[src/rtl/fetch_pkg.sv]
// Shared types for the instruction prefetcher: FSM states, in-flight tag and bus encodings.
package fetch_pkg;

  localparam int unsigned PC_STEP_DEFAULT = 4;

  typedef enum logic [1:0] {
    ST_IDLE  = 2'd0,
    ST_RUN   = 2'd1,
    ST_FAULT = 2'd2
  } fetch_state_t;

  typedef enum logic [1:0] {
    TRANS_IDLE   = 2'b00,
    TRANS_BUSY   = 2'b01,
    TRANS_NONSEQ = 2'b10,
    TRANS_SEQ    = 2'b11
  } bus_trans_t;

  typedef enum logic {
    RESP_OKAY  = 1'b0,
    RESP_ERROR = 1'b1
  } bus_resp_t;

  typedef struct packed {
    logic        epoch;
    logic [31:0] address;
  } inflight_tag_t;

endpackage

[src/rtl/fetch_queue.sv]
// Synchronous FIFO between the bus data phase and decode; flush empties it in one cycle.
module fetch_queue #(
  parameter int unsigned DEPTH = 4,
  parameter int unsigned WIDTH = 32
) (
  input  logic                           clock,
  input  logic                           reset,
  input  logic                           i_push,
  input  logic                           i_pop,
  input  logic                           i_flush,
  input  logic [WIDTH-1:0]               i_data,
  output logic                           o_valid,
  output logic [WIDTH-1:0]               o_data,
  output logic [$clog2(DEPTH+1)-1:0]     o_count
);
  localparam int unsigned AW = $clog2(DEPTH);
  localparam int unsigned CW = $clog2(DEPTH + 1);
  localparam logic [CW-1:0] FULL_C = CW'(DEPTH);

  logic [WIDTH-1:0] r_mem [DEPTH];
  logic [AW-1:0]    r_wr_ptr;
  logic [AW-1:0]    r_rd_ptr;
  logic [CW-1:0]    r_count;
  logic             w_do_push;
  logic             w_do_pop;

  assign w_do_push = i_push && (r_count != FULL_C);
  assign w_do_pop  = i_pop && (r_count != {CW{1'b0}});

  // Storage, pointers and fill count.
  always_ff @(posedge clock or negedge reset) begin
    if (!reset) begin
      for (int i = 0; i < int'(DEPTH); i++) begin
        r_mem[i] <= {WIDTH{1'b0}};
      end
      r_wr_ptr <= {AW{1'b0}};
      r_rd_ptr <= {AW{1'b0}};
      r_count  <= {CW{1'b0}};
    end else if (i_flush) begin
      r_wr_ptr <= {AW{1'b0}};
      r_rd_ptr <= {AW{1'b0}};
      r_count  <= {CW{1'b0}};
    end else begin
      if (w_do_push) begin
        r_mem[r_wr_ptr] <= i_data;
        r_wr_ptr        <= r_wr_ptr + AW'(1);
      end
      if (w_do_pop) begin
        r_rd_ptr <= r_rd_ptr + AW'(1);
      end
      r_count <= r_count + {{(CW-1){1'b0}}, w_do_push} - {{(CW-1){1'b0}}, w_do_pop};
    end
  end

  assign o_valid = (r_count != {CW{1'b0}});
  assign o_data  = r_mem[r_rd_ptr];
  assign o_count = r_count;

endmodule

[src/rtl/fetch_prefetch_unit.sv]
// Instruction prefetcher: owns the PC, pipelines fetches over the bus and buffers them for decode.
// Build option FETCH_BURST_EN: back-to-back sequential fetches are marked SEQ instead of NONSEQ.
module fetch_prefetch_unit
  import fetch_pkg::*;
#(
  parameter int unsigned QUEUE_DEPTH = 4,
  parameter logic [31:0] RESET_PC    = 32'h0000_0000,
  parameter int unsigned PC_STEP     = PC_STEP_DEFAULT
) (
  input  logic                               clock,
  input  logic                               reset,
  input  logic                               i_redirect,
  input  logic [31:0]                        i_redirect_pc,
  output logic [31:0]                        o_bus_address,
  output logic                               o_bus_write,
  output logic [1:0]                         o_bus_trans,
  input  logic                               i_bus_ready,
  input  logic                               i_bus_response,
  input  logic [31:0]                        i_bus_read_data,
  input  logic                               i_bus_available,
  output logic                               o_to_decode_valid,
  output logic [31:0]                        o_to_decode_data,
  input  logic                               i_to_decode_ready,
  output logic                               o_fault,
  output logic [31:0]                        o_fault_pc,
  output logic [$clog2(QUEUE_DEPTH+1)-1:0]   o_occupancy
);
  localparam int unsigned   CW      = $clog2(QUEUE_DEPTH + 1);
  localparam logic [CW-1:0] DEPTH_C = CW'(QUEUE_DEPTH);
  localparam logic [31:0]   STEP_C  = 32'(PC_STEP);

  fetch_state_t  r_state;
  logic          r_epoch;
  logic [31:0]   r_pc;
  logic [1:0]    r_trans;
  logic          r_dp_valid;
  inflight_tag_t r_dp_tag;
  logic          r_fault;
  logic [31:0]   r_fault_pc;
  logic [CW-1:0] r_occupancy;

  logic          w_addr_done;
  logic          w_dp_done;
  logic          w_stale;
  logic          w_push;
  logic          w_fault_evt;
  logic          w_drop;
  logic          w_pop;
  logic          w_run_next;
  logic          w_issue;
  logic          w_dp_valid_next;
  logic          w_q_valid;
  logic [31:0]   w_q_data;
  logic [CW-1:0] w_q_count;
  logic [CW-1:0] w_occ_next;
  logic [1:0]    w_trans_next;

  // Bus phase completion, queue traffic and next-cycle issue decision.
  always_comb begin
    w_addr_done     = (r_trans != TRANS_IDLE) && i_bus_ready;
    w_dp_done       = r_dp_valid && i_bus_ready;
    w_stale         = i_redirect || (r_dp_tag.epoch != r_epoch) || (r_state != ST_RUN);
    w_push          = w_dp_done && !w_stale && (i_bus_response == RESP_OKAY)
                      && (w_q_count != DEPTH_C);
    w_fault_evt     = w_dp_done && !w_stale && (i_bus_response == RESP_ERROR);
    w_drop          = w_dp_done && !w_push;
    w_pop           = w_q_valid && i_to_decode_ready;
    w_dp_valid_next = i_bus_ready ? w_addr_done : r_dp_valid;
    // After a redirect only the transfer still on the bus keeps its slot reserved.
    if (i_redirect) begin
      w_occ_next = {{(CW-1){1'b0}}, w_dp_valid_next};
    end else begin
      w_occ_next = r_occupancy + {{(CW-1){1'b0}}, w_addr_done}
                   - {{(CW-1){1'b0}}, w_pop} - {{(CW-1){1'b0}}, w_drop};
    end
    w_run_next = i_redirect || ((r_state == ST_RUN) && !w_fault_evt)
                 || ((r_state == ST_IDLE) && i_bus_available);
    w_issue    = w_run_next && i_bus_available && (w_occ_next < DEPTH_C);
    if (!i_redirect && (r_trans != TRANS_IDLE) && !i_bus_ready) begin
      w_trans_next = r_trans;
    end else if (w_issue) begin
`ifdef FETCH_BURST_EN
      w_trans_next = (!i_redirect && (r_trans != TRANS_IDLE)) ? TRANS_SEQ : TRANS_NONSEQ;
`else
      w_trans_next = TRANS_NONSEQ;
`endif
    end else begin
      w_trans_next = TRANS_IDLE;
    end
  end

  // Fetch FSM with the PC, epoch, in-flight tag and status registers.
  always_ff @(posedge clock or negedge reset) begin
    if (!reset) begin
      r_state     <= ST_IDLE;
      r_epoch     <= 1'b0;
      r_pc        <= RESET_PC;
      r_trans     <= TRANS_IDLE;
      r_dp_valid  <= 1'b0;
      r_dp_tag    <= {1'b0, 32'h0000_0000};
      r_fault     <= 1'b0;
      r_fault_pc  <= 32'h0000_0000;
      r_occupancy <= {CW{1'b0}};
    end else begin
      r_trans     <= w_trans_next;
      r_dp_valid  <= w_dp_valid_next;
      r_occupancy <= w_occ_next;
      if (w_addr_done) begin
        r_dp_tag <= {r_epoch, r_pc};
      end
      if (i_redirect) begin
        r_state <= ST_RUN;
        r_epoch <= ~r_epoch;
        r_pc    <= i_redirect_pc;
        r_fault <= 1'b0;
      end else begin
        if (w_addr_done) begin
          r_pc <= r_pc + STEP_C;
        end
        case (r_state)
          ST_IDLE: begin
            if (i_bus_available) begin
              r_state <= ST_RUN;
            end
          end
          ST_RUN: begin
            if (w_fault_evt) begin
              r_state    <= ST_FAULT;
              r_fault    <= 1'b1;
              r_fault_pc <= r_dp_tag.address;
            end
          end
          ST_FAULT: r_state <= ST_FAULT;
          default:  r_state <= ST_IDLE;
        endcase
      end
    end
  end

  fetch_queue #(
    .DEPTH (QUEUE_DEPTH),
    .WIDTH (32)
  ) u_queue (
    .clock   (clock),
    .reset   (reset),
    .i_push  (w_push),
    .i_pop   (w_pop),
    .i_flush (i_redirect),
    .i_data  (i_bus_read_data),
    .o_valid (w_q_valid),
    .o_data  (w_q_data),
    .o_count (w_q_count)
  );

  assign o_bus_address     = r_pc;
  assign o_bus_write       = 1'b0;
  assign o_bus_trans       = r_trans;
  assign o_to_decode_valid = w_q_valid;
  assign o_to_decode_data  = w_q_data;
  assign o_fault           = r_fault;
  assign o_fault_pc        = r_fault_pc;
  assign o_occupancy       = r_occupancy;

endmodule

[config.mk]
export PLATFORM = sky130hd
export DESIGN_NAME = fetch_prefetch_unit
export DESIGN_NICKNAME = d
export VERILOG_FILES = /design/src/rtl/fetch_pkg.sv /design/src/rtl/fetch_queue.sv /design/src/rtl/fetch_prefetch_unit.sv
export SDC_FILE = /design/constraint.sdc
export NUM_CORES = 1
export LEC_CHECK = 0
export BUFFER_PORTS_ARGS = -buffer_cell sky130_fd_sc_hd__buf_2
export CORE_UTILIZATION = 51
export DETAILED_ROUTE_END_ITERATION = 8
export PLACE_DENSITY = 0.69
export REMOVE_ABC_BUFFERS = 1
export SYNTH_ARGS = -nofsm -noshare
export SYNTH_HDL_FRONTEND = slang
export SYNTH_SLANG_ARGS = --single-unit
[constraint.sdc]
create_clock -name clock -period 4.2 [get_ports clock]
set_input_delay 0 -clock clock [delete_from_list [all_inputs] [get_ports clock]]
set_output_delay 0 -clock clock [all_outputs]
set_load 0.01 [all_outputs]
==> results.cfg <==
[run_status]
status = finished clean

[yosys]
yosysMostFrequentCell = dfrtp_1
netlist_instances = 732
async_flop_share_pct = 100.0
syn_avg_cell_area_sq_um = 14.41
yosysTopAreaCellShare_pct = 57.18
synth_cell_types = 36
ys_seq_area_share_pct = 57.18
synth_area_leaders = dfrtp_1, mux2_2, mux4_2
syn_area_sq_um = 10550
synth_top_area_cell = dfrtp_1
ys.warnings.count = 0
synth_flop_cell = dfrtp_1
synth_seq_cells = 241
netlist_top_cells_count = dfrtp_1, mux2_2, nand2_1
synth_edf_count = 0

[place]
place.gp.congestion = 0.7665
placedCellCount = 1148
dp_hpwl_um = 13150
portBuffers = 172

[floorplan]
boundaryPins = 175
fp.dieH_um = 145.8
die_width_um = 145.8
die-area_sq_um = 21260
coreArea_sq_um = 20230
start_util_pct = 52.13
rows = 52

[timing]
period_minus_slack_ns = 3.192
fin_tns_setup_ns = 0
min_period_over_period_pct = 76.00
rsz0062_at_grt = false
maxSlewViolCount = 0
fmax_mhz = 313.3
slew_headroom_pct = 30.69
finalSetupViolations = 0
worst_slew_pin_slew_ns = 1.040
fin_skew_ns = 0.01682
finalHoldViolations = 0

[min_path]
hold_class = input port to register
whs_path_depth = 5
holdPathEnd = u_queue.r_wr_ptr[1]
hold_start = i_redirect

[worst_setup_path]
arrival_ns = 3.63
end_kind = register
cp_cell_sequence = inv_1, ha_1, nand4b_1, a2111oi_4, nor2_1, fa_1, ha_1, inv_1, ha_1, xor2_1, xnor2_1, nand2_1, o21ai_0
worstPathRequired_ns = 4.64
rrSetupSlack_ns = 1.01
r2r_cells = 13
crit_slowest_cell = a2111oi_4
crit_path_max_fanout = 10
reg2reg_to = o_bus_trans[1]
cp-start-kind = register
r2r-start = r_state[1]
max_stage_delay_ns = 0.64
crit_path_frequent_cell = ha_1
path_class = register to register

[power]
p_leak_nw = 6.501
ir_drop_mv = 0.3567
powerDensity_nw_per_um2 = 560.8

[cts]
cts_setup_buffers = 0
cts_tree = done
cts_sinks = 241
cts_buffers = 27
clkTransAtPathRegs_ns = 0.06
htree_num_levels = 1
clk_latency_ns = 0.52
cts_buffer_depth = 3
clockRootBuffer = clkbuf_16

[layout]
diodes = 0
area_growth_pct = 25.59
nets = 1062
layout-drive-gt1-share_pct = 45.84
layoutNonFillerInstCount = 1267

[grt]
grt_max_degree = 120
grt.overflow.total = 0
grt_pass1_vias = 6947
grt_usage_pct = 20.80
grt_pass1_wl_um = 35890
antenna_found_initial = 0

[route]
post_drt_wl_per_cell_um = 16.93
drt_iter0_drc = 201
drc = 0
vias = 6654
viasPerCell = 5.252
drt_pass1_iterations = 4
wl_um = 21450
ant_nets = 0

[flow_run]
max_cap_violations = 0
-- report_power, final --
part	internal, mW	switching (mW)
Sequential	2.84	0.340
Clock	1.44	0.903
Combinational	1.06	0.845
-- metal layers --
layer,GRT usage (%),share of wire [%],vias to the layer above
li1,-,-,3091
met1,28.39,44,3371
met2,33.95,48,164
met3,5.078,6.7,28
met4,4.368,1.4,0
met5,0,0,-
-- placed cells by master (no fill, tap or decap), types with 13 or more instances in the layout --
| master | count |
|---|---|
| dlygate4sd3_1 | 70 |
| dfrtp_1 | 240 |
| inv_1 | 15 |
| clkbuf_16 | 27 |
| xor2_1 | 25 |
| nor2_1 | 13 |
| nand4_1 | 16 |
| buf_2 | 171 |
| nand2_1 | 50 |
| mux2_2 | 194 |
| o21ai_0 | 36 |
| mux4_2 | 32 |
-- per-stage QoR --
step                      util [%]  total power, mW  area [sq um]  hold WS [ns]  worst slack, ns
after floorplan                  -            4.378         10320       -0.2956            1.363
after global placement       57.51            5.043         11640        0.1464            1.104
after detailed placement     57.51            5.093         11640        0.1506            1.033
after CTS                    65.46            7.524         13250       0.03516            1.010
after global routing         65.46            7.851         13250       0.07777           0.7261
final                        65.46            7.429         13250       0.06684            1.008
-- sequential cells by signal, indices dropped and copies added (netlist names), 2 cells and up --
register and cells:
u_queue.r_mem 128, r_dp_tag 33, o_bus_address 32, o_fault_pc 32, o_occupancy 3, u_queue.o_count 3
r_state 2, u_queue.r_rd_ptr 2, u_queue.r_wr_ptr 2
-- layout make-up --
| cell class | instances | area (sq um) |
|---|---|---|
| clock inverters | 9 | 103.9 |
| repair buffers | 254 | 1674 |
| flip-flops and latches | 241 | 6032 |
| fillers | 1543 | 6988 |
| inverters | 16 | 60.06 |
| well taps | 270 | 337.8 |
| clock buffers | 40 | 804.5 |
| multi-input cells | 437 | 4234 |
-- cell families (layout without fill, tap and decap cells) --
kind of cell             Yosys count  in the layout  share of synthesized area, %
adder cells (fa/ha/maj)           14             14                         1.803
multiplexers                     228            228                         27.73
other                              1              2                       0.03555
XOR/XNOR                          37             37                         3.072
flip-flops                       241            241                         57.18
AND/OR/NAND/NOR                  113            113                         5.160
AO/OA/AOI/OAI                     43             43                         2.301
buffers and inverters             55            319                         2.716
-- critical path: cells and delay by family, from the launching register on --
family | cells | cell delay (ns)
adders and majority gates | 4 | 1.07
buffers and inverters | 2 | 0.12
and+or+nand+nor | 3 | 0.41
AOI/OAI and AO/OA | 2 | 0.78
xor gates and xnor gates | 2 | 0.37
DFF | 1 | 0.38
-- worst max path at each step --
stage	from	to	slack [ns]	depth (start not counted)
2_1_floorplan	r_state[1]	o_bus_trans[1]	1.36	13
3_3_place_gp	r_state[1]	o_bus_trans[1]	1.10	13
3_5_place_dp	r_state[1]	o_bus_trans[1]	1.03	13
4_1_cts	r_state[1]	o_bus_trans[1]	1.01	13
5_1_grt	r_state[1]	o_bus_trans[1]	0.73	13
6_report	r_state[1]	o_bus_trans[1]	1.01	13
-- what timing repair did --
action	4_1_cts	5_1_grt
hold endpoints to repair	283	0
hold buffers	70	0
endpoints found under the setup margin	0	0
gates resized for setup	0	0
Note: power is estimated with default switching activity, not from simulation.
